$ cat src/rtl/vga_sync_generator_if.sv
// Video timing bundle between the sync generator and its consumer:
// pixel-tick enable in, sync/blanking/position outputs back.
interface vga_sync_generator_if #(
   parameter int HW = 10,
   parameter int VW = 10
);
   logic          pix_en;
   logic          hsync;
   logic          vsync;
   logic          video_on;
   logic [HW-1:0] x;
   logic [VW-1:0] y;
   logic          line_start;
   logic          frame_start;

   modport master (
      output pix_en,
      input  hsync, vsync, video_on, x, y, line_start, frame_start
   );

   modport slave (
      input  pix_en,
      output hsync, vsync, video_on, x, y, line_start, frame_start
   );
endinterface

$ cat src/rtl/vga_sync_generator.sv
// VGA raster timing generator: pixel/line counters with registered sync,
// blanking and line/frame start strobes, all aligned to the x/y outputs.
module vga_sync_generator #(
   parameter int H_ACTIVE = 640,
   parameter int H_FRONT  = 16,
   parameter int H_SYNC   = 96,
   parameter int H_BACK   = 48,
   parameter int V_ACTIVE = 480,
   parameter int V_FRONT  = 10,
   parameter int V_SYNC   = 2,
   parameter int V_BACK   = 33,
   parameter int H_POL    = 0,
   parameter int V_POL    = 0
) (
   input logic clock,
   input logic res,
   vga_sync_generator_if.slave bus
);
   localparam int H_TOTAL = H_ACTIVE + H_FRONT + H_SYNC + H_BACK;
   localparam int V_TOTAL = V_ACTIVE + V_FRONT + V_SYNC + V_BACK;
   localparam int HW      = $clog2(H_TOTAL);
   localparam int VW      = $clog2(V_TOTAL);

   localparam logic [HW-1:0] H_ZERO      = {HW{1'b0}};
   localparam logic [HW-1:0] H_ONE       = HW'(1);
   localparam logic [HW-1:0] H_LAST      = HW'(H_TOTAL - 1);
   localparam logic [HW-1:0] H_VIS       = HW'(H_ACTIVE);
   localparam logic [HW-1:0] H_SYNC_LO   = HW'(H_ACTIVE + H_FRONT);
   localparam logic [HW-1:0] H_SYNC_HI   = HW'(H_ACTIVE + H_FRONT + H_SYNC - 1);
   localparam logic [VW-1:0] V_ZERO      = {VW{1'b0}};
   localparam logic [VW-1:0] V_ONE       = VW'(1);
   localparam logic [VW-1:0] V_LAST      = VW'(V_TOTAL - 1);
   localparam logic [VW-1:0] V_VIS       = VW'(V_ACTIVE);
   localparam logic [VW-1:0] V_SYNC_LO   = VW'(V_ACTIVE + V_FRONT);
   localparam logic [VW-1:0] V_SYNC_HI   = VW'(V_ACTIVE + V_FRONT + V_SYNC - 1);
   localparam logic          HS_ON       = (H_POL != 0) ? 1'b1 : 1'b0;
   localparam logic          VS_ON       = (V_POL != 0) ? 1'b1 : 1'b0;

   logic [HW-1:0] h_r, h_next_s;
   logic [VW-1:0] v_r, v_next_s;
   logic          h_wrap_s, v_wrap_s;
   logic          hsync_r, vsync_r, video_on_r, line_start_r, frame_start_r;
   logic          hsync_s, vsync_s, video_on_s, line_start_s, frame_start_s;

   // Next counter values for an enabled or idle pixel slot.
   always_comb begin
      h_wrap_s = (h_r == H_LAST);
      v_wrap_s = (v_r == V_LAST);
      h_next_s = h_r;
      v_next_s = v_r;
      if (bus.pix_en) begin
         if (h_wrap_s) begin
            h_next_s = H_ZERO;
            v_next_s = v_wrap_s ? V_ZERO : (v_r + V_ONE);
         end else begin
            h_next_s = h_r + H_ONE;
            v_next_s = v_r;
         end
      end else begin
         h_next_s = h_r;
         v_next_s = v_r;
      end
   end

   // Outputs decoded from the next counts so they land with zero skew to x/y.
   always_comb begin
      hsync_s       = ((h_next_s >= H_SYNC_LO) && (h_next_s <= H_SYNC_HI)) ? HS_ON : ~HS_ON;
      vsync_s       = ((v_next_s >= V_SYNC_LO) && (v_next_s <= V_SYNC_HI)) ? VS_ON : ~VS_ON;
      video_on_s    = (h_next_s < H_VIS) && (v_next_s < V_VIS);
      line_start_s  = bus.pix_en && h_wrap_s;
      frame_start_s = bus.pix_en && h_wrap_s && v_wrap_s;
   end

   // Counter and output registers; reset parks on the last pixel of the frame
   // so the first enabled tick lands on (0,0) with a frame strobe.
   always_ff @(posedge clock) begin
      if (!res) begin
         h_r           <= H_LAST;
         v_r           <= V_LAST;
         hsync_r       <= ~HS_ON;
         vsync_r       <= ~VS_ON;
         video_on_r    <= 1'b0;
         line_start_r  <= 1'b0;
         frame_start_r <= 1'b0;
      end else begin
         h_r           <= h_next_s;
         v_r           <= v_next_s;
         hsync_r       <= hsync_s;
         vsync_r       <= vsync_s;
         video_on_r    <= video_on_s;
         line_start_r  <= line_start_s;
         frame_start_r <= frame_start_s;
      end
   end

   assign bus.x           = h_r;
   assign bus.y           = v_r;
   assign bus.hsync       = hsync_r;
   assign bus.vsync       = vsync_r;
   assign bus.video_on    = video_on_r;
   assign bus.line_start  = line_start_r;
   assign bus.frame_start = frame_start_r;
endmodule

$ cat src/flat_wrapper.sv
// flat-port wrapper written by rule: the top's interface ports become plain ports
module vga_sync_generator_flat 
#(
   parameter int H_ACTIVE = 640,
   parameter int H_FRONT  = 16,
   parameter int H_SYNC   = 96,
   parameter int H_BACK   = 48,
   parameter int V_ACTIVE = 480,
   parameter int V_FRONT  = 10,
   parameter int V_SYNC   = 2,
   parameter int V_BACK   = 33,
   parameter int H_POL    = 0,
   parameter int V_POL    = 0
)
  (clock, res, bus_pix_en, bus_hsync, bus_vsync, bus_video_on, bus_x, bus_y, bus_line_start, bus_frame_start);
  vga_sync_generator_if bus_i ();
  input logic clock;
  input logic res;
  input wire logic [$bits(bus_i.pix_en)-1:0] bus_pix_en;
  output wire logic [$bits(bus_i.hsync)-1:0] bus_hsync;
  output wire logic [$bits(bus_i.vsync)-1:0] bus_vsync;
  output wire logic [$bits(bus_i.video_on)-1:0] bus_video_on;
  output wire logic [$bits(bus_i.x)-1:0] bus_x;
  output wire logic [$bits(bus_i.y)-1:0] bus_y;
  output wire logic [$bits(bus_i.line_start)-1:0] bus_line_start;
  output wire logic [$bits(bus_i.frame_start)-1:0] bus_frame_start;
  assign bus_i.pix_en = bus_pix_en;
  assign bus_hsync = bus_i.hsync;
  assign bus_vsync = bus_i.vsync;
  assign bus_video_on = bus_i.video_on;
  assign bus_x = bus_i.x;
  assign bus_y = bus_i.y;
  assign bus_line_start = bus_i.line_start;
  assign bus_frame_start = bus_i.frame_start;
  vga_sync_generator #(.H_ACTIVE(H_ACTIVE), .H_FRONT(H_FRONT), .H_SYNC(H_SYNC), .H_BACK(H_BACK), .V_ACTIVE(V_ACTIVE), .V_FRONT(V_FRONT), .V_SYNC(V_SYNC), .V_BACK(V_BACK), .H_POL(H_POL), .V_POL(V_POL)) u_core (.clock(clock), .res(res), .bus(bus_i));
endmodule
$ cat config.mk
export PLATFORM = sky130hd
export DESIGN_NAME = vga_sync_generator_flat
export DESIGN_NICKNAME = d
export VERILOG_FILES = /design/src/rtl/vga_sync_generator_if.sv /design/src/rtl/vga_sync_generator.sv /design/src/flat_wrapper.sv
export SDC_FILE = /design/constraint.sdc
export NUM_CORES = 1
export LEC_CHECK = 0
export ABC_AREA = 0
export CORE_UTILIZATION = 50
export DETAILED_ROUTE_END_ITERATION = 16
export GPL_ROUTABILITY_DRIVEN = 0
export GPL_TIMING_DRIVEN = 0
export PLACE_DENSITY = 0.78
export REMOVE_ABC_BUFFERS = 1
export SLEW_MARGIN = 20
export SYNTH_ARGS = -nofsm -noshare
export SYNTH_HDL_FRONTEND = slang
export SYNTH_SLANG_ARGS = --single-unit
$ cat constraint.sdc
create_clock -name clock -period 2.7 [get_ports clock]
set_input_delay 0.675 -clock clock [delete_from_list [all_inputs] [get_ports clock]]
set_output_delay 0.675 -clock clock [all_outputs]
set_load 0.05 [all_outputs]
==> results.cfg, run 1 <==
[run_status]
outcome = complete, no violations

[clocking]
cts_buffers = 3
cts_sinks = 25
tritoncts = done
cts_root_buf = clkbuf_4
hold_buffers = 0
clkLatencyLatePin_ns = 0.31
clkTransAtPathRegs_ns = 0.13
clk_path_buf_depth = 2
htree_levels = 1

[timing]
fin_tns_setup_ns = 0
grt_setup_unrepaired = no
period_minus_slack_ns = 2.59
worstMarginPinSlew_ns = 0.527
max_freq_mhz = 386
finalCritPeriodShare_pct = 96.0
clock-skew-final_ns = 0.00123
setup_viol = 0
finalHoldViolations = 0
slew_headroom_pct = 64.8
slew_violations = 0

[worst_setup_path]
cp-start-kind = input port
reg2reg_setup_slack_ns = 0.48
path_buf_inv = 1
endpoint_kind = flop
startpoint = bus_pix_en
slowest_stage = clkdlybuf4s50_1
reg2regPathDepth = 5
r2r_start = u_core.bus.x[0]
worstPathArrival_ns = 2.84
path_class = input port to flop
crit_end = u_core.bus.y[7]
cp.depth = 5
path_cells = clkdlybuf4s50_1, or3b_4, or3_4, or4_1, a21oi_1
crit_required_ns = 2.95
cpLargestDelayFamily = simple AND/OR/NAND/NOR gates
cp_max_fo = 14
r2r_end = u_core.bus.y[7]
max_stage_delay_ns = 0.61

[synthesis]
synth_edf_count = 0
ys_seq_area_share_pct = 36.3
synthXorXnorAreaFrac_pct = 4.44
avgSynthCellArea_sq_um = 8.12
async_flop_share_pct = 0
syn_inst = 170
synth_area_sq_um = 1380
synth_fa_ha_area_share_pct = 2.72
synth_cell_types = 49
ys_ff_latch = 25
synth-compound-area-share_pct = 17.6
yosysWarnings = 0
synth.mux.area_fraction_pct = 0.725
yosys.area_share.simple_pct = 32.2
ys.flop_type = dfxtp_1
synth_top_family_by_area = simple AND/OR/NAND/NOR gates

[global_routing]
grt_pass1_vias = 1121
track_usage_pct = 24.1
grt_overflow = 0
antenna_found_initial = 0
grt_start_max_net_pins = 15
grt_pass1_wl_mm = 5.21

[power]
p_per_area_nw_per_um2 = 662
ir_drop_mv = 0.492
intPower_mw = 0.630
power_switching_mw = 0.482
netSwitchingFraction_pct = 43.3
total_power_mw = 1.11
p_clk_share_pct = 14.7
seqPwrFrac_pct = 41.4
p_leak_nw = 0.572
combinationalPowerShare_pct = 43.8

[floorplanning]
die_w_um = 54.5
row_count = 18
dieArea_sq_um = 2970
die_y_um = 54.5
coreArea_sq_um = 2540
ios = 28
start_util_pct = 54.2

[layout]
diodes = 0
final_cell_mix = clkdlybuf4s50_1 (27), dfxtp_1 (25), nand2_1 (16)
final_util_pct = 66.0
final_common_cell = clkdlybuf4s50_1
drive_gt1_share_pct = 6.84
final_cells = 220
syn_to_final_growth_pct = 21.8
n_fill_cell = 233
nets = 197

[route]
drc = 0
vias = 1344
routed_wl_mm = 3.19
firstDrtPassIters = 4
wire_per_inst_um = 14.5
viasPerCell = 6.11
drt_iter0_markers = 46
ant_nets = 0

[flow_run]
maxCapViolations = 0

[placement]
dp_hpwl_mm = 2.18
dp.cells = 214
io_buffers = 27

[worst_hold_path]
min_from = u_core.bus.x[1]
hold_path_class = flop to flop
-- logic make-up after synthesis --
| logic type | after synthesis |
|---|---|
| simple gates | 78 |
| compound gates | 36 |
| flops | 25 |
| buf+inv | 20 |
| xor+xnor | 7 |
| fa+ha+maj | 3 |
| mux | 1 |
-- power groups by stage --
stage          Clock [mW]  Combinational (mW)  Sequential [mW]
2_1_floorplan           0               0.201            0.590
3_3_place_gp            0               0.458            0.465
3_5_place_dp            0               0.466            0.467
4_1_cts             0.171               0.473            0.460
5_1_grt             0.183               0.525            0.470
6_report            0.164               0.488            0.461
-- registers in the layout, summed over array words and instances (netlist names) --
signal,count
u_core.bus.line_start,1
u_core.bus.video_on,1
u_core.bus.vsync,1
u_core.bus.hsync,1
u_core.bus.x,10
u_core.bus.frame_start,1
u_core.bus.y,10
-- how the worst min path moves through the flow --
stage	slack, ns	depth (start not counted)	end
after floorplan	0.74	1	u_core.bus.x[0]
after global placement	0.54	2	u_core.bus.x[4]
after detailed placement	0.55	2	u_core.bus.x[4]
after CTS	0.58	2	u_core.bus.x[1]
after global routing	0.62	2	u_core.bus.x[1]
final	0.58	2	u_core.bus.x[1]
-- final cells by class --
type / instances / area (sq um) / area share (%)
well taps: 30 / 37.5 / 2.23
inverters: 7 / 26.3 / 1.56
multi-input cells: 125 / 805 / 47.9
clock buffers: 4 / 26.3 / 1.56
repair buffers: 29 / 285 / 17.0
flip-flops and latches: 25 / 500 / 29.8
-- through the flow --
step	area, sq um	worst slack (ns)	hold slack [ns]
2_1_floorplan	1320	0.258	0.737
3_5_place_dp	1630	-0.529	0.554
5_1_grt	1680	0.0288	0.622
3_3_place_gp	1630	-0.499	0.539
6_report	1680	0.109	0.579
4_1_cts	1660	0.0264	0.578
-- metal layers --
layer	global-route usage (%)	vias up	share of wire, %
met4	9.83	0	1.6
li1	-	666	-
met1	33.3	636	50
met5	0	-	0
met2	37.6	36	45
met3	2.78	6	3.5
-- worst register-to-register path: cells and delay by family (launching register included) --
family | cells | cell delay (ns)
flip-flops | 1 | 0.46
AO/OA/AOI/OAI | 1 | 0.15
adder cells (fa/ha/maj) | 1 | 0.23
AND/OR/NAND/NOR | 3 | 1.32
-- what timing repair did --
action | CTS | global route
setup buffers | 0 | 2
pin swaps | 0 | 1
gates resized for setup | 1 | 1
endpoints found under the setup margin | 4 | 3
-- synthesized netlist by cell type, types with 2 or more instances --
cell / n / area (sq um)
and2_1: 3 / 18.8
nand4b_1: 3 / 26.3
buf_2: 4 / 20.0
nand3_1: 6 / 30.0
or2_2: 2 / 12.5
clkbuf_1: 8 / 30.0
dfxtp_1: 25 / 500
a21oi_1: 8 / 40.0
inv_1: 7 / 26.3
or3_1: 2 / 12.5
xnor2_1: 3 / 26.3
o2111ai_1: 2 / 17.5
and3_1: 3 / 18.8
xor2_1: 4 / 35.0
nand3b_1: 2 / 15.0
nor4_1: 4 / 25.0
nor2_1: 12 / 45.0
o21ai_0: 11 / 55.1
nor4b_1: 2 / 17.5
a31oi_1: 2 / 12.5
nand4_1: 6 / 37.5
ha_1: 3 / 37.5
nor3_1: 7 / 35.0
nand2_1: 16 / 60.1
(Power assumes the default switching activity.)
==> run 2: changes to the inputs <==
--- a/config.mk
+++ b/config.mk
@@ -10,6 +10,7 @@
 export DETAILED_ROUTE_END_ITERATION = 16
 export GPL_ROUTABILITY_DRIVEN = 0
 export GPL_TIMING_DRIVEN = 0
+export HOLD_SLACK_MARGIN = 0.15
 export PLACE_DENSITY = 0.78
 export REMOVE_ABC_BUFFERS = 1
 export SLEW_MARGIN = 20
==> results of run 2 <==
Final layout, timing and power as in run 1 (identical DEF).
